## config.mk

```make
export PLATFORM = sky130hd
export DESIGN_NAME = rst_seq_ctrl_flat
export DESIGN_NICKNAME = d
export VERILOG_FILES = /design/src/rtl/rst_seq_if.sv /design/src/rtl/rst_seq_ctrl.sv /design/src/flat_wrapper.sv
export SDC_FILE = /design/constraint.sdc
export NUM_CORES = 1
export LEC_CHECK = 0
export BUFFER_PORTS_ARGS = -buffer_cell sky130_fd_sc_hd__buf_4
export CORE_MARGIN = 2
export CORE_UTILIZATION = 35
export CTS_BUF_LIST = sky130_fd_sc_hd__clkbuf_8
export DETAILED_ROUTE_END_ITERATION = 8
export MAX_ROUTING_LAYER = met4
export PLACE_DENSITY = 0.53
export SLEW_MARGIN = 20
export SYNTH_ARGS = -nofsm -noshare
export SYNTH_HDL_FRONTEND = slang
export SYNTH_SLANG_ARGS = --single-unit
```

## constraint.sdc

```tcl
create_clock -name aclk_i -period 3.9 [get_ports aclk_i]
set_clock_uncertainty 0.15 [all_clocks]
set_input_delay 0.195 -clock aclk_i [delete_from_list [all_inputs] [get_ports aclk_i]]
set_output_delay 0.195 -clock aclk_i [all_outputs]
set_load 0.1 [all_outputs]
```

## src/rtl/rst_seq_if.sv

```systemverilog
// Sequencer-facing bundle for rst_seq_ctrl: delay config, warm-reset handshake and stage resets.
// RST_SEQ_CLKEN_EN adds the per-stage clock-enable vector.
interface rst_seq_if #(
  parameter int NUM_STG = 4,
  parameter int DLY_W   = 8
);
  localparam int CW = $clog2(NUM_STG);

  logic [NUM_STG*DLY_W-1:0] stg_dly;
  logic                     sw_rst_req;
  logic                     sw_rst_ack;
  logic [NUM_STG-1:0]       stg_rst_n;
  logic                     seq_busy;
  logic                     seq_done;
  logic [CW-1:0]            cur_stg;
`ifdef RST_SEQ_CLKEN_EN
  logic [NUM_STG-1:0]       stg_clk_en;

  modport master (
    output stg_dly, sw_rst_req,
    input  sw_rst_ack, stg_rst_n, seq_busy, seq_done, cur_stg, stg_clk_en
  );
  modport slave (
    input  stg_dly, sw_rst_req,
    output sw_rst_ack, stg_rst_n, seq_busy, seq_done, cur_stg, stg_clk_en
  );
`else
  modport master (
    output stg_dly, sw_rst_req,
    input  sw_rst_ack, stg_rst_n, seq_busy, seq_done, cur_stg
  );
  modport slave (
    input  stg_dly, sw_rst_req,
    output sw_rst_ack, stg_rst_n, seq_busy, seq_done, cur_stg
  );
`endif
endinterface

```

## src/rtl/rst_seq_ctrl.sv

```systemverilog
// rst_seq_ctrl: ordered stage-reset release with per-stage delay and warm-reset re-assert.
// Optional RST_SEQ_CLKEN_EN: per-stage clock enables that lead each reset release.
//   state  | meaning
//   HOLD   | all stages in reset, hold timer running
//   REL    | stage cur_stg counting down its delay, then released
//   DONE   | all stages released, waiting for sw_rst_req
//   ASSERT | re-asserting one stage per cycle, highest index first
module rst_seq_ctrl #(
  parameter int NUM_STG  = 4,
  parameter int DLY_W    = 8,
  parameter int HOLD_CYC = 16
) (
  input logic      aclk_i,
  input logic      arst_n_i,
  rst_seq_if.slave bus
);
  localparam int CW = $clog2(NUM_STG);
  localparam int IW = CW + 1;
  localparam int HW = $clog2(HOLD_CYC + 1);

  typedef enum logic [1:0] {
    S_HOLD   = 2'd0,
    S_REL    = 2'd1,
    S_DONE   = 2'd2,
    S_ASSERT = 2'd3
  } state_e;

  state_e             state_q;
  logic [HW-1:0]      hold_cnt_q;
  logic [DLY_W-1:0]   dly_cnt_q;
  logic [CW-1:0]      cur_stg_q;
  logic [NUM_STG-1:0] rst_n_q;
  logic               ack_q;
  logic               busy_q;
  logic               done_q;
`ifdef RST_SEQ_CLKEN_EN
  logic [NUM_STG-1:0] clk_en_q;
`endif

  logic [IW-1:0]      nxt_idx_d;
  logic [DLY_W-1:0]   nxt_dly_d;
  logic               last_stg_d;

  // Delay field of the stage that follows cur_stg; sampled only when that stage is entered.
  always_comb begin
    nxt_idx_d  = {1'b0, cur_stg_q} + IW'(1);
    last_stg_d = (cur_stg_q == CW'(NUM_STG - 1));
    nxt_dly_d  = '0;
    for (int i = 0; i < NUM_STG; i++) begin
      if (nxt_idx_d == IW'(i)) nxt_dly_d = bus.stg_dly[i*DLY_W +: DLY_W];
    end
  end

  always_ff @(posedge aclk_i) begin
    if (!arst_n_i) begin
      state_q    <= S_HOLD;
      hold_cnt_q <= '0;
      dly_cnt_q  <= '0;
      cur_stg_q  <= '0;
      rst_n_q    <= '0;
      ack_q      <= 1'b0;
      busy_q     <= 1'b1;
      done_q     <= 1'b0;
`ifdef RST_SEQ_CLKEN_EN
      clk_en_q   <= '0;
`endif
    end else begin
      ack_q <= 1'b0;
      case (state_q)
        S_HOLD: begin
          if (hold_cnt_q == HW'(HOLD_CYC - 1)) begin
            hold_cnt_q <= '0;
            state_q    <= S_REL;
            cur_stg_q  <= '0;
            dly_cnt_q  <= bus.stg_dly[DLY_W-1:0];
`ifdef RST_SEQ_CLKEN_EN
            clk_en_q[0] <= 1'b1;
`endif
          end else begin
            hold_cnt_q <= hold_cnt_q + 1'b1;
          end
        end
        S_REL: begin
          if (dly_cnt_q != '0) begin
            dly_cnt_q <= dly_cnt_q - 1'b1;
          end else begin
            rst_n_q[cur_stg_q] <= 1'b1;
            if (last_stg_d) begin
              state_q   <= S_DONE;
              cur_stg_q <= '0;
              dly_cnt_q <= '0;
              done_q    <= 1'b1;
              busy_q    <= 1'b0;
            end else begin
              cur_stg_q <= nxt_idx_d[CW-1:0];
              dly_cnt_q <= nxt_dly_d;
`ifdef RST_SEQ_CLKEN_EN
              clk_en_q[nxt_idx_d[CW-1:0]] <= 1'b1;
`endif
            end
          end
        end
        S_DONE: begin
          if (bus.sw_rst_req) begin
            state_q   <= S_ASSERT;
            cur_stg_q <= CW'(NUM_STG - 1);
            done_q    <= 1'b0;
            busy_q    <= 1'b1;
          end
        end
        S_ASSERT: begin
          rst_n_q[cur_stg_q] <= 1'b0;
`ifdef RST_SEQ_CLKEN_EN
          clk_en_q[cur_stg_q] <= 1'b0;
`endif
          if (cur_stg_q == '0) begin
            ack_q      <= 1'b1;
            state_q    <= S_HOLD;
            hold_cnt_q <= '0;
          end else begin
            cur_stg_q <= cur_stg_q - 1'b1;
          end
        end
        default: state_q <= S_HOLD;
      endcase
    end
  end

  assign bus.stg_rst_n  = rst_n_q;
  assign bus.sw_rst_ack = ack_q;
  assign bus.seq_busy   = busy_q;
  assign bus.seq_done   = done_q;
  assign bus.cur_stg    = cur_stg_q;
`ifdef RST_SEQ_CLKEN_EN
  assign bus.stg_clk_en = clk_en_q;
`endif

endmodule

```

## src/flat_wrapper.sv

```systemverilog
// flat-port wrapper written by rule: the top's interface ports become plain ports
module rst_seq_ctrl_flat 
#(
  parameter int NUM_STG  = 4,
  parameter int DLY_W    = 8,
  parameter int HOLD_CYC = 16
)
  (aclk_i, arst_n_i, bus_stg_dly, bus_sw_rst_req, bus_sw_rst_ack, bus_stg_rst_n, bus_seq_busy, bus_seq_done, bus_cur_stg);
  rst_seq_if #(.NUM_STG(NUM_STG), .DLY_W(DLY_W)) bus_i ();
  input logic aclk_i;
  input logic arst_n_i;
  input wire logic [$bits(bus_i.stg_dly)-1:0] bus_stg_dly;
  input wire logic [$bits(bus_i.sw_rst_req)-1:0] bus_sw_rst_req;
  output wire logic [$bits(bus_i.sw_rst_ack)-1:0] bus_sw_rst_ack;
  output wire logic [$bits(bus_i.stg_rst_n)-1:0] bus_stg_rst_n;
  output wire logic [$bits(bus_i.seq_busy)-1:0] bus_seq_busy;
  output wire logic [$bits(bus_i.seq_done)-1:0] bus_seq_done;
  output wire logic [$bits(bus_i.cur_stg)-1:0] bus_cur_stg;
  assign bus_i.stg_dly = bus_stg_dly;
  assign bus_i.sw_rst_req = bus_sw_rst_req;
  assign bus_sw_rst_ack = bus_i.sw_rst_ack;
  assign bus_stg_rst_n = bus_i.stg_rst_n;
  assign bus_seq_busy = bus_i.seq_busy;
  assign bus_seq_done = bus_i.seq_done;
  assign bus_cur_stg = bus_i.cur_stg;
  rst_seq_ctrl #(.NUM_STG(NUM_STG), .DLY_W(DLY_W), .HOLD_CYC(HOLD_CYC)) u_core (.aclk_i(aclk_i), .arst_n_i(arst_n_i), .bus(bus_i));
endmodule
```

## Word level (Yosys, flattened, before mapping)

Index checks and enable logic that the tools add are counted.

- Register bits: 24
- Input port bits: 35
- Output and inout bits: 9
- Logic and storage cells: 82

- Add/subtract/negate cells: 4
- Order comparisons: 2
- Eq/ne operators: 14
- Mux-type cells: 35
- Bitwise operators: 3
- Reductions and logical operators: 16

Operators with widths:

| operator | number |
|---|---|
| 8-bit 2-to-1 mux | 7 |
| 2-bit 2-to-1 mux | 9 |
| 2-bit case mux with 4 select lines | 2 |
| 8-bit case mux with 2 select lines | 1 |
| 5-bit 2-to-1 mux | 2 |
| 5-bit case mux with 2 select lines | 1 |
| 1-bit 2-to-1 mux | 8 |
| 4-bit case mux with 2 select lines | 1 |
| 2-bit AND reduction | 4 |
| 4-bit AND reduction | 2 |
| 2-bit nonzero test | 4 |
| 8-bit nonzero test | 1 |
| 8-bit by 1-bit subtractor with 8-bit output (second input constant) | 1 |
| 2-bit == test (second input constant) | 3 |
| 3-bit by 2-bit == test with 1-bit output (second input constant) | 2 |
| 2-bit by 1-bit != test with 1-bit output (second input constant) | 3 |
| 2-bit != test (second input constant) | 3 |
| 5-bit by 1-bit adder with 5-bit output (second input constant) | 1 |
| 5-bit by 4-bit == test with 1-bit output (second input constant) | 1 |
| 5-bit AND reduction | 1 |
| 4-bit bitwise AND | 1 |
| 2-bit zero test | 2 |
| 4-bit 2-to-1 mux | 1 |
| 4-bit NOT | 1 |
| 11 further kinds | 12 |

## Logic depth before layout (Yosys ltp)

- Depth after elaboration: 9
- Mapped depth: 7
- Gate-level depth less buffers: 6

## Least setup slack after synthesis

Ideal clock, no wire load.

- Kind: register to register
- Start point: register u_core.cur_stg_q[0], in the netlist u_core.bus.cur_stg[0]
- End point: register u_core.dly_cnt_q[2]
- Library setup time: 74 ps
- Arrival time: 2808 ps
- Required time: 3676 ps
- Slack: 867 ps
- Cell stages (with the launch flop): 8
- Path buffers: 1
- Clock period less this slack: 3033 ps
- Path through: dfxtp_1 inv_1 ha_1 clkbuf_1 nor4b_1 a222oi_1 a211o_1 a31oi_1

- Cells in the longest elaborated chain, start to end: 9
- Elaborated cells on any way between the ends: 13
- Those cells by class: 1 x add/sub; 4 x eq/ne; 7 x mux; 1 x reduce/logical

Ends and longest elaborated chain:

| element | RTL line | text |
|---|---|---|
| start, declared | rst_seq_ctrl.sv:31 | `logic [CW-1:0] cur_stg_q;` |
| start signal, assigned | rst_seq_ctrl.sv:95 | `cur_stg_q <= nxt_idx_d[CW-1:0];` |
| start signal, assigned | rst_seq_ctrl.sv:106 | `cur_stg_q <= CW'(NUM_STG - 1);` |
| start signal, assigned | rst_seq_ctrl.sv:121 | `cur_stg_q <= cur_stg_q - 1'b1;` |
| 2-bit by 1-bit adder with 3-bit output | rst_seq_ctrl.sv:46 | `nxt_idx_d = {1'b0, cur_stg_q} + IW'(1);` |
| 3-bit zero test | rst_seq_ctrl.sv:50 | `if (nxt_idx_d == IW'(i)) nxt_dly_d = bus.stg_dly[i*DLY_W +: DLY_W];` |
| 8-bit 2-to-1 mux (4 in a row) | rst_seq_ctrl.sv:50 |  |
| 8-bit 2-to-1 mux * | rst_seq_ctrl.sv:88 | `if (last_stg_d) begin` |
| 8-bit 2-to-1 mux * | rst_seq_ctrl.sv:84 | `if (dly_cnt_q != '0) begin` |
| 8-bit case mux with 2 select lines * | rst_seq_ctrl.sv:69 | `case (state_q)` |
| end signal, assigned | rst_seq_ctrl.sv:75 | `dly_cnt_q <= bus.stg_dly[DLY_W-1:0];` |
| end signal, assigned | rst_seq_ctrl.sv:85 | `dly_cnt_q <= dly_cnt_q - 1'b1;` |
| end signal, assigned | rst_seq_ctrl.sv:96 | `dly_cnt_q <= nxt_dly_d;` |
| end, declared | rst_seq_ctrl.sv:30 | `logic [DLY_W-1:0] dly_cnt_q;` |

Every way passes the cells marked *; elsewhere a longest branch is shown, timed or not.
A chain may end at the register's enable or synchronous reset.

## Worst setup path after layout

Ends and elaborated chain as after synthesis.

==> metrics.yaml <==
setup_path:
  end_kind: "flop"
  cp_cell_sequence: "inv_1, ha_1, nor4b_1, a222oi_1, a211o_1, a31oi_1"
  crit_required_ns: 3.95
  crit_family: "simple AND/OR/NAND/NOR gates"
  cp.depth: 6
  start_kind: "flop"
  worst_path_largest_cell_delay_ns: 0.79
  crit_fanout: 8
  worstPathArrival_ns: 2.68
  rr_startpoint: "u_core.bus.cur_stg[0]"
  path_class: "reg2reg"
  crit_buf_inv: 1
  slowest_stage: "nor4b_1"
  worstRegToRegCells: 6
  setup.worst_path.start: "u_core.bus.cur_stg[0]"
power:
  seq_power_share_pct: 55.2
  p_leak_nw: 0.902
  clkPwrFrac_pct: 33.1
  pwr_density_cell_mw_per_mm2: 209
  p_sw_mw: 0.106
  ir_drop_mv: 0.223
  power_frac_comb_pct: 11.7
  p_int_mw: 0.349
  swShare_pct: 23.3
global_route:
  grt-ovfl-total: 0
  grt_pass1_wl_mm: 7.91
  gr-usage-met2_pct: 33.5
  use_met3_pct: 2.81
  grtUsageTotal_pct: 19.0
  use_met1_pct: 23.5
  antenna_found_initial: 0
  grt_pass1_vias: 1608
  grt_max_degree: 30
  grt-busiest-layer: "met2"
clock_network:
  cts_tree: "yes"
  cts.sinks: 24
  post_cts_resized: 0
  h-tree-depth: 1
  ctsHoldBuffers: 0
  cts_buffers: 3
  clk-insertion-delay-late_ns: 0.26
  cts_setup_buffers: 0
  path_clk_slew_ns: 0.09
  ctsLongestPathBuffers: 2
  clock_tree.root_cell: "clkbuf_8"
logic_synthesis:
  synth-seq-area-share_pct: 27.3
  synth_warnings: 0
  synthCells: 218
  yosysTopAreaCellShare_pct: 27.3
  syn-cell-area_mm2: 0.00176
  synth_edf_count: 0
  ys.flop_type: "dfxtp_1"
  async_flop_share_pct: 0
  yosysUniqueCellTypes: 50
  synth_most_common_cell: "dfxtp_1"
  synth_common_cells: "dfxtp_1 (24), nand2_1 (21), ha_1 (16), inv_1 (15), o21ai_0 (15)"
  yosys.area.top_type: "dfxtp_1"
  syn_nets: 269
  ys_ff_latch: 24
  synthTopCellsByArea: "dfxtp_1 (27%), ha_1 (11%), nand2_1 (4.5%)"
  synth_area_per_cell_um2: 8.08
place:
  pre_cts_slack_ns: 1.27
  dp.cells: 318
  numPortBuffers: 43
  finalWeightedCongestion: 0.714
  placedInstanceArea_mm2: 0.00213
  dp_hpwl_mm: 3.76
timing:
  fin_tns_setup_ns: 0
  worstMarginPinSlew_ns: 0.868
  hold_viol: 0
  setup_slack_ns: 1.27
  slew_headroom_pct: 41.3
  setup_viol: 0
  grt_setup_unrepaired: "no"
  period_needed_ns: 2.63
  fmax_mhz: 380
  slew_violations: 0
  fin_hold_ws_ns: 0.0768
  period_share_pct: 67.5
cells_and_area:
  antenna-diode-count: 0
  layout.cells.non_filler: 321
  design_area_mm2: 0.00217
  fillers: 519
  drive_gt1_share_pct: 22.4
  syn2layout_area_growth_pct: 23.4
  fin_nets: 307
floorplan:
  core_mm2: 0.00479
  die_w_um: 74.9
  die_area_mm2: 0.00562
  io_pins: 44
  num_rows: 25
  start_util_pct: 36.8
  die_y_um: 74.9
detailed_routing:
  routed_wl_mm: 4.92
  firstDrtPassIters: 4
  wl_per_cell_um: 15.3
  vias_per_cell: 5.46
  vias: 1752
  drc: 0
  drt_iter0_markers: 142
  antenna_left: 0
run:
  drv_cap: 0
min_path:
  hold_start: "bus_stg_dly[4]"
  hold_class: "in2reg"
  hold-path-cell-count: 3
run_status:
  status: "finished, final reports clean"
==> area by class of cell <==
cell class | count | area (um^2) | area share, %
multi-input cells | 167 | 1180 | 54.2
inverters | 16 | 60.1 | 2.76
well taps | 67 | 83.8 | 3.85
repair buffers | 44 | 330 | 15.2
clock buffers | 3 | 41.3 | 1.90
flip-flops and latches | 24 | 480 | 22.1
==> tightest hold or removal path, delay by kind of cell <==
| family | cells | cell delay (ns) |
|---|---|---|
| compound gates | 2 | 0.18 |
| buf+inv | 1 | 0.09 |
==> per-layer routing <==
metal / vias to the layer above / part of all wire [%]
met2: 24 / 50
met5: - / 0
li1: 898 / -
met1: 828 / 47
met3: 2 / 2.8
met4: 0 / 0.47
==> cell usage in the layout (no fill, tap or decap), types with 3 or more instances in the layout <==
cell type and n:
a21o_1 3, a21oi_1 11, a221oi_1 4, a22oi_1 6, a31oi_1 7, and2_1 4, buf_4 44, clkbuf_8 3
dfxtp_1 24, ha_1 16, inv_1 15, mux2i_1 6, nand2_1 21, nand2b_1 3, nand3_1 7, nor2_1 5
nor2b_1 5, nor3_1 7, nor3b_1 3, o211ai_1 4, o21ai_0 15, o221a_2 4, o221ai_1 4, o22ai_1 4
==> cell families (layout without fill, tap and decap cells) <==
| family | count (synthesis) | in the layout | share of synthesized area, % |
|---|---|---|---|
| AOI/OAI and AO/OA | 76 | 76 | 30.4 |
| adders and majority gates | 16 | 16 | 11.4 |
| muxes | 6 | 6 | 3.41 |
| DFF | 24 | 24 | 27.3 |
| buffers and inverters | 27 | 63 | 5.82 |
| and+or+nand+nor | 68 | 68 | 21.2 |
| xor gates and xnor gates | 1 | 1 | 0.497 |
==> power by group through the flow <==
stage               logic (mW)  clock network, mW  registers (mW)
finish                  0.0532              0.151           0.251
global route            0.0576              0.165           0.252
CTS                     0.0537              0.157           0.251
detailed placement      0.0536                  0           0.257
global placement        0.0537                  0           0.257
floorplan               0.0202                  0           0.257
==> path summary, 6_finish.rpt <==
kind | endpoint | slack (ns)
setup reg to reg | u_core.dly_cnt_q[2] | 1.27
setup / recovery | u_core.dly_cnt_q[2] | 1.27
hold / removal | u_core.dly_cnt_q[4] | 0.08
hold reg to reg | u_core.bus.seq_done | 0.31
==> through the flow <==
stage / util (%) / power (mW)
floorplan: - / 0.277
global placement: 44.6 / 0.310
detailed placement: 44.6 / 0.310
CTS: 45.4 / 0.461
global route: 45.4 / 0.474
finish: 45.4 / 0.455
(Power assumes the default switching activity.)
